$ cat config.mk
export PLATFORM = sky130hd
export DESIGN_NAME = vsim_source_arbiter
export DESIGN_NICKNAME = d
export VERILOG_FILES = /design/src/rtl/vsim_source_arbiter_pkg.sv /design/src/rtl/vsim_source_arbiter_rr_pick.sv /design/src/rtl/vsim_source_arbiter.sv
export SDC_FILE = /design/constraint.sdc
export NUM_CORES = 1
export LEC_CHECK = 0
export BUFFER_PORTS_ARGS = -buffer_cell sky130_fd_sc_hd__clkbuf_2
export CORE_MARGIN = 1
export CORE_UTILIZATION = 47
export DETAILED_ROUTE_END_ITERATION = 10
export GPL_TIMING_DRIVEN = 0
export HOLD_SLACK_MARGIN = 0.02
export PLACE_DENSITY = 0.8
export SYNTH_ARGS = -nofsm -noshare
export SYNTH_HDL_FRONTEND = slang
export SYNTH_SLANG_ARGS = --single-unit
$ cat constraint.sdc
create_clock -name CLK -period 3.45 [get_ports CLK]
set_input_delay 0.69 -clock CLK [delete_from_list [all_inputs] [get_ports CLK]]
set_output_delay 0.69 -clock CLK [all_outputs]
set_load 0.05 [all_outputs]
$ cat src/rtl/vsim_source_arbiter_pkg.sv
// Shared types and helpers for the simulation message-source arbiter.
package vsim_arb_pkg;

  typedef enum logic {
    IDLE   = 1'b0,
    LOCKED = 1'b1
  } arb_state_t;

  localparam int MSG_COUNT_W = 32;

  // Port-id width; never narrower than one bit.
  function automatic int port_w(input int n);
    return (n <= 2) ? 1 : $clog2(n);
  endfunction

endpackage

$ cat src/rtl/vsim_source_arbiter_rr_pick.sv
// Round-robin picker: first set request strictly after ptr, wrapping modulo nports.
// Purely combinational; no backpressure of its own.
module rr_pick
  import vsim_arb_pkg::*;
#(
  parameter  int nports = 4,
  localparam int PW     = port_w(nports)
) (
  input  logic [nports-1:0] req,
  input  logic [PW-1:0]     ptr,
  output logic              valid,
  output logic [PW-1:0]     idx
);

  // Scan farthest candidate first so the nearest one after ptr wins last.
  always_comb begin
    int          c;
    logic [PW-1:0] ci;
    valid = 1'b0;
    idx   = '0;
    c     = 0;
    ci    = '0;
    for (int k = nports; k >= 1; k--) begin
      c  = (int'(ptr) + k) % nports;
      ci = PW'(c);
      if (req[ci]) begin
        valid = 1'b1;
        idx   = ci;
      end
    end
  end

endmodule

$ cat src/rtl/vsim_source_arbiter.sv
// Message-atomic round-robin arbiter feeding one beat sink through an output register.
// Latency 1 cycle grant->out_RDY_beat; a stalled sink withholds every req_EN_beat.
module vsim_source_arbiter
  import vsim_arb_pkg::*;
#(
  parameter  int width    = 32,
  parameter  int nports   = 4,
  parameter  int maxbeats = 256,
  localparam int PW       = port_w(nports),
  localparam int BW       = $clog2(maxbeats + 1)
) (
  input  logic                     CLK,
  input  logic                     RST,
  input  logic [nports-1:0]        req_RDY_beat,
  input  logic [nports*width-1:0]  req_beat,
  input  logic [nports-1:0]        req_last,
  output logic [nports-1:0]        req_EN_beat,
  output logic                     out_RDY_beat,
  output logic [width-1:0]         out_beat,
  output logic                     out_last,
  output logic [PW-1:0]            out_port,
  input  logic                     out_EN_beat,
  output logic [MSG_COUNT_W-1:0]   msg_count,
  output logic                     err_overlength
);

  arb_state_t      state;
  logic [PW-1:0]   owner;
  logic [PW-1:0]   ptr;
  logic [BW-1:0]   bcnt;

  logic            pick_vld;
  logic [PW-1:0]   pick_idx;
  logic [PW-1:0]   gnt;
  logic            gnt_vld;
  logic            can_take;
  logic            xfer;
  logic [width-1:0] sel_beat;
  logic            sel_last;
  logic            sel_rdy;

  rr_pick #(.nports(nports)) u_pick (
    .req   (req_RDY_beat),
    .ptr   (ptr),
    .valid (pick_vld),
    .idx   (pick_idx)
  );

  always_comb begin
    can_take    = !out_RDY_beat || out_EN_beat;
    gnt         = (state == LOCKED) ? owner : pick_idx;
    gnt_vld     = (state == LOCKED) ? 1'b1  : pick_vld;
    sel_beat    = '0;
    sel_last    = 1'b0;
    sel_rdy     = 1'b0;
    req_EN_beat = '0;
    for (int i = 0; i < nports; i++) begin
      if (gnt == PW'(i)) begin
        sel_beat = req_beat[i*width +: width];
        sel_last = req_last[i];
        sel_rdy  = req_RDY_beat[i];
      end
    end
    // A locked owner that drops its request simply stalls everyone.
    xfer = !RST && gnt_vld && sel_rdy && can_take;
    for (int i = 0; i < nports; i++) begin
      req_EN_beat[i] = xfer && (gnt == PW'(i));
    end
  end

  always_ff @(posedge CLK) begin
    if (RST) begin
      state          <= IDLE;
      owner          <= '0;
      ptr            <= PW'(nports - 1);
      bcnt           <= '0;
      out_RDY_beat   <= 1'b0;
      out_beat       <= '0;
      out_last       <= 1'b0;
      out_port       <= '0;
      msg_count      <= '0;
      err_overlength <= 1'b0;
    end else begin
      if (xfer) begin
        out_RDY_beat <= 1'b1;
        out_beat     <= sel_beat;
        out_last     <= sel_last;
        out_port     <= gnt;
        if (sel_last) begin
          state <= IDLE;
          ptr   <= gnt;
          bcnt  <= '0;
        end else begin
          state <= LOCKED;
          owner <= gnt;
          if (bcnt != BW'(maxbeats)) bcnt <= bcnt + BW'(1);
          if (bcnt == BW'(maxbeats - 1)) err_overlength <= 1'b1;
        end
      end else if (out_EN_beat) begin
        out_RDY_beat <= 1'b0;
      end
      if (out_RDY_beat && out_EN_beat && out_last) begin
        msg_count <= msg_count + MSG_COUNT_W'(1);
      end
    end
  end

endmodule

==> flow_summary.json <==
{
  "outcome": "finished, final reports clean",
  "grt_pass1_wl_um": 22400,
  "n_antenna_cell": 0,
  "ys_seq_area_frac": 0.361,
  "skew_ns": 0.00634,
  "die_w_um": 101,
  "crit_slowest_cell": "a211o_4",
  "post-route-period-util": 0.977,
  "grt_max_degree": 20,
  "netlist_instances": 581,
  "fin_ws_ns": 0.0795,
  "coreArea_sq_um": 9370,
  "layout_common_cells": "clkbuf_2, nand2_1, dfxtp_1",
  "reg2regPathDepth": 10,
  "r2r-end": "bcnt[8]$_SDFFE_PP0P_",
  "first_global_vias": 4728,
  "io_buffer_count": 209,
  "critPathMostFrequentCell": "buf_6",
  "post_drt_wl_per_cell_um": 15.2,
  "synth-seq-cells": 83,
  "cpLargestDelayFamily": "compound AO/OA/AOI/OAI gates",
  "power_density_nw_per_um2": 630,
  "timing.final.hold_violations": 0,
  "grt_use_total": 0.279,
  "synth_top_flop_cell": "dfxtp_1",
  "cts_buffer_depth": 2,
  "dp.final_hpwl_um": 11100,
  "synth_edf_count": 0,
  "worstSkewPairLatency_ns": 0.35,
  "worst_pin_slew_ns": 0.839,
  "crit_chain": "clkbuf_2, nor2b_2, a32oi_2, o311ai_2, buf_6, a211o_4, a21oi_4, buf_6, nand2_1, nor2_1, clkbuf_8",
  "r2r_setup_slack_ns": 0.70,
  "dr.pass1.iters": 6,
  "nets": 949,
  "instances_no_fill": 940,
  "crit_type": "input pin to output port",
  "start_kind": "input pin",
  "slew_viol_final": 0,
  "fmax_ghz": 0.297,
  "cpPeakStageDelay_ns": 0.36,
  "p_sw_frac": 0.459,
  "initialDrtViolationCount": 238,
  "syn-cell-area_sq_um": 4610,
  "dieArea_sq_um": 10200,
  "antenna_found_initial": 0,
  "final_common_cell": "clkbuf_2",
  "drc": 0,
  "numCtsBuffers": 9,
  "drive_gt1_frac": 0.337,
  "yosysWarnings": 0,
  "clkTransAtPathRegs_ns": 0.08,
  "timing.final.crit_period_ns": 3.37,
  "synth_top_area_frac": 0.361,
  "syn_nets": 724,
  "num_rows": 35,
  "hold_depth": 2,
  "critPathRequiredTime_ns": 2.76,
  "hold_path_end": "out_beat[9]$_SDFFE_PP0P_",
  "ant_nets": 0,
  "io_pins": 212,
  "initial_core_util": 0.492,
  "drv_cap": 0,
  "hold_path.class": "flop to flop",
  "crit_buf_inv": 4,
  "htree_levels": 3,
  "clockRootBuffer": "clkbuf_8",
  "yosys.area.top_type": "dfxtp_1",
  "place_ws_ns": -0.440,
  "grt_overflow": 0,
  "p_int_mw": 2.11,
  "nFillCells": 834,
  "cts_tree": "yes",
  "yosysUniqueCellTypes": 49,
  "cp_max_fo": 10,
  "cp.arrival_ns": 2.68,
  "irDropWorstVdd_uv": 352,
  "place_congestion": 0.873,
  "power_switching_mw": 1.79,
  "rr_startpoint": "ptr[1]$_SDFFE_PP1P_",
  "seq_power_share": 0.302,
  "endpoint_kind": "output port",
  "vias": 4994,
  "synth-async-reset-ratio": 0,
  "p_comb_frac": 0.513,
  "syn_to_final_growth_pct": 34.2,
  "setup_viol": 0,
  "avgViaCountPerCell": 5.31,
  "p_leak_nw": 2.78,
  "worstHoldStart": "out_beat[9]$_SDFFE_PP0P_",
  "dpl.cell_count": 919,
  "relSlewSlack": 0.436,
  "die_y_um": 101,
  "synth.area.top_cells": "dfxtp_1, mux2i_1, nand2_1",
  "clock_sinks": 83,
  "syn_avg_cell_area_sq_um": 7.93,
  "pwr-share-clk": 0.184,
  "wl_um": 14300
}
area by class of cell:
type,instances,area [sq um],share of cell area
Timing Repair Buffer,215,1110,0.180
Clock inverter,7,76.3,0.0123
Tap cell,129,161,0.0261
Multi-Input combinational cell,450,2810,0.455
Clock buffer,9,124,0.0200
Sequential cell,83,1660,0.269
Buffer,35,190,0.0307
Inverter,12,45.0,0.00728
cells by family (layout without fill, tap and decap cells):
logic type | after synthesis | count (layout) | share of synthesized area
DFF | 83 | 83 | 0.361
buffers and inverters | 48 | 278 | 0.0483
AOI/OAI and AO/OA | 84 | 84 | 0.121
and+or+nand+nor | 266 | 266 | 0.257
adders and majority gates | 4 | 4 | 0.0109
xor gates and xnor gates | 30 | 30 | 0.0570
muxes | 66 | 66 | 0.146
power groups by stage:
stage | sequential, mW | combinational [mW] | clock (mW)
finish | 1.18 | 2.00 | 0.718
global route | 1.19 | 2.15 | 0.767
CTS | 1.18 | 1.95 | 0.723
detailed placement | 1.20 | 1.88 | 0
global placement | 1.19 | 1.84 | 0
floorplan | 1.57 | 1.02 | 0
registers in the layout, indices dropped and copies added (netlist names):
name            count
msg_count          32
bcnt                9
state               1
out_last            1
err_overlength      1
out_beat           32
ptr                 2
out_RDY_beat        1
owner               2
out_port            2
per-stage QoR:
stage | utilization | area [sq um] | hold slack (ns) | TNS [ns] | total power, mW
after detailed placement | 0.621 | 5820 | 0.446 | -1.16 | 3.07
after CTS | 0.653 | 6120 | 0.458 | 0 | 3.85
after global placement | 0.621 | 5820 | 0.443 | -0.725 | 3.03
after global routing | 0.660 | 6190 | 0.474 | -0.0646 | 4.11
final | 0.660 | 6190 | 0.457 | 0 | 3.90
after floorplan | - | 4610 | 0.454 | -0.374 | 2.59
cells in the mapped netlist, drive strengths merged (4+ instances only):
master	count
or3	6
nand2	124
nor4	4
buf	21
ha	4
a21oi	48
nand4	5
nor2	49
xor2	19
nand2b	4
clkbuf	15
mux2i	65
xnor2	11
o21ai	10
inv	12
nand3	49
and3	9
dfxtp	83
worst max path at each step:
stage                          end                start  depth (start not counted)  slack [ns]
global route        req_EN_beat[2]  ptr[1]$_SDFFE_PP1P_                         11       -0.02
global placement    req_EN_beat[0]      req_RDY_beat[1]                          9       -0.31
CTS                 req_EN_beat[2]  ptr[1]$_SDFFE_PP1P_                         11        0.02
floorplan           req_EN_beat[1]      req_RDY_beat[1]                         10       -0.13
detailed placement  req_EN_beat[0]      req_RDY_beat[1]                          9       -0.44
finish              req_EN_beat[1]      req_RDY_beat[3]                         11        0.08
worst register-to-register path, cell delays in order (launching register included):
cell and delay (ns):
dfxtp_1 0.32, buf_2 0.18, nand2b_4 0.16, a32oi_2 0.12, o311ai_2 0.30, buf_4 0.17
buf_4 0.10, mux4_2 0.60, a211oi_2 0.42, nand2_1 0.14, o32ai_1 0.15
metal layers:
layer,wire [um],track usage
met1,5760,0.327
met3,924,0.0721
met4,307,0.0981
met5,0,0
met2,7310,0.493
timing repair:
| action | 4_1_cts | 5_1_grt |
|---|---|---|
| pin swaps | 4 | 5 |
| setup endpoints to repair | 4 | 4 |
| setup buffers | 4 | 2 |
| hold buffers | 0 | 0 |
| resized for setup | 15 | 13 |
(Power assumes the default switching activity.)
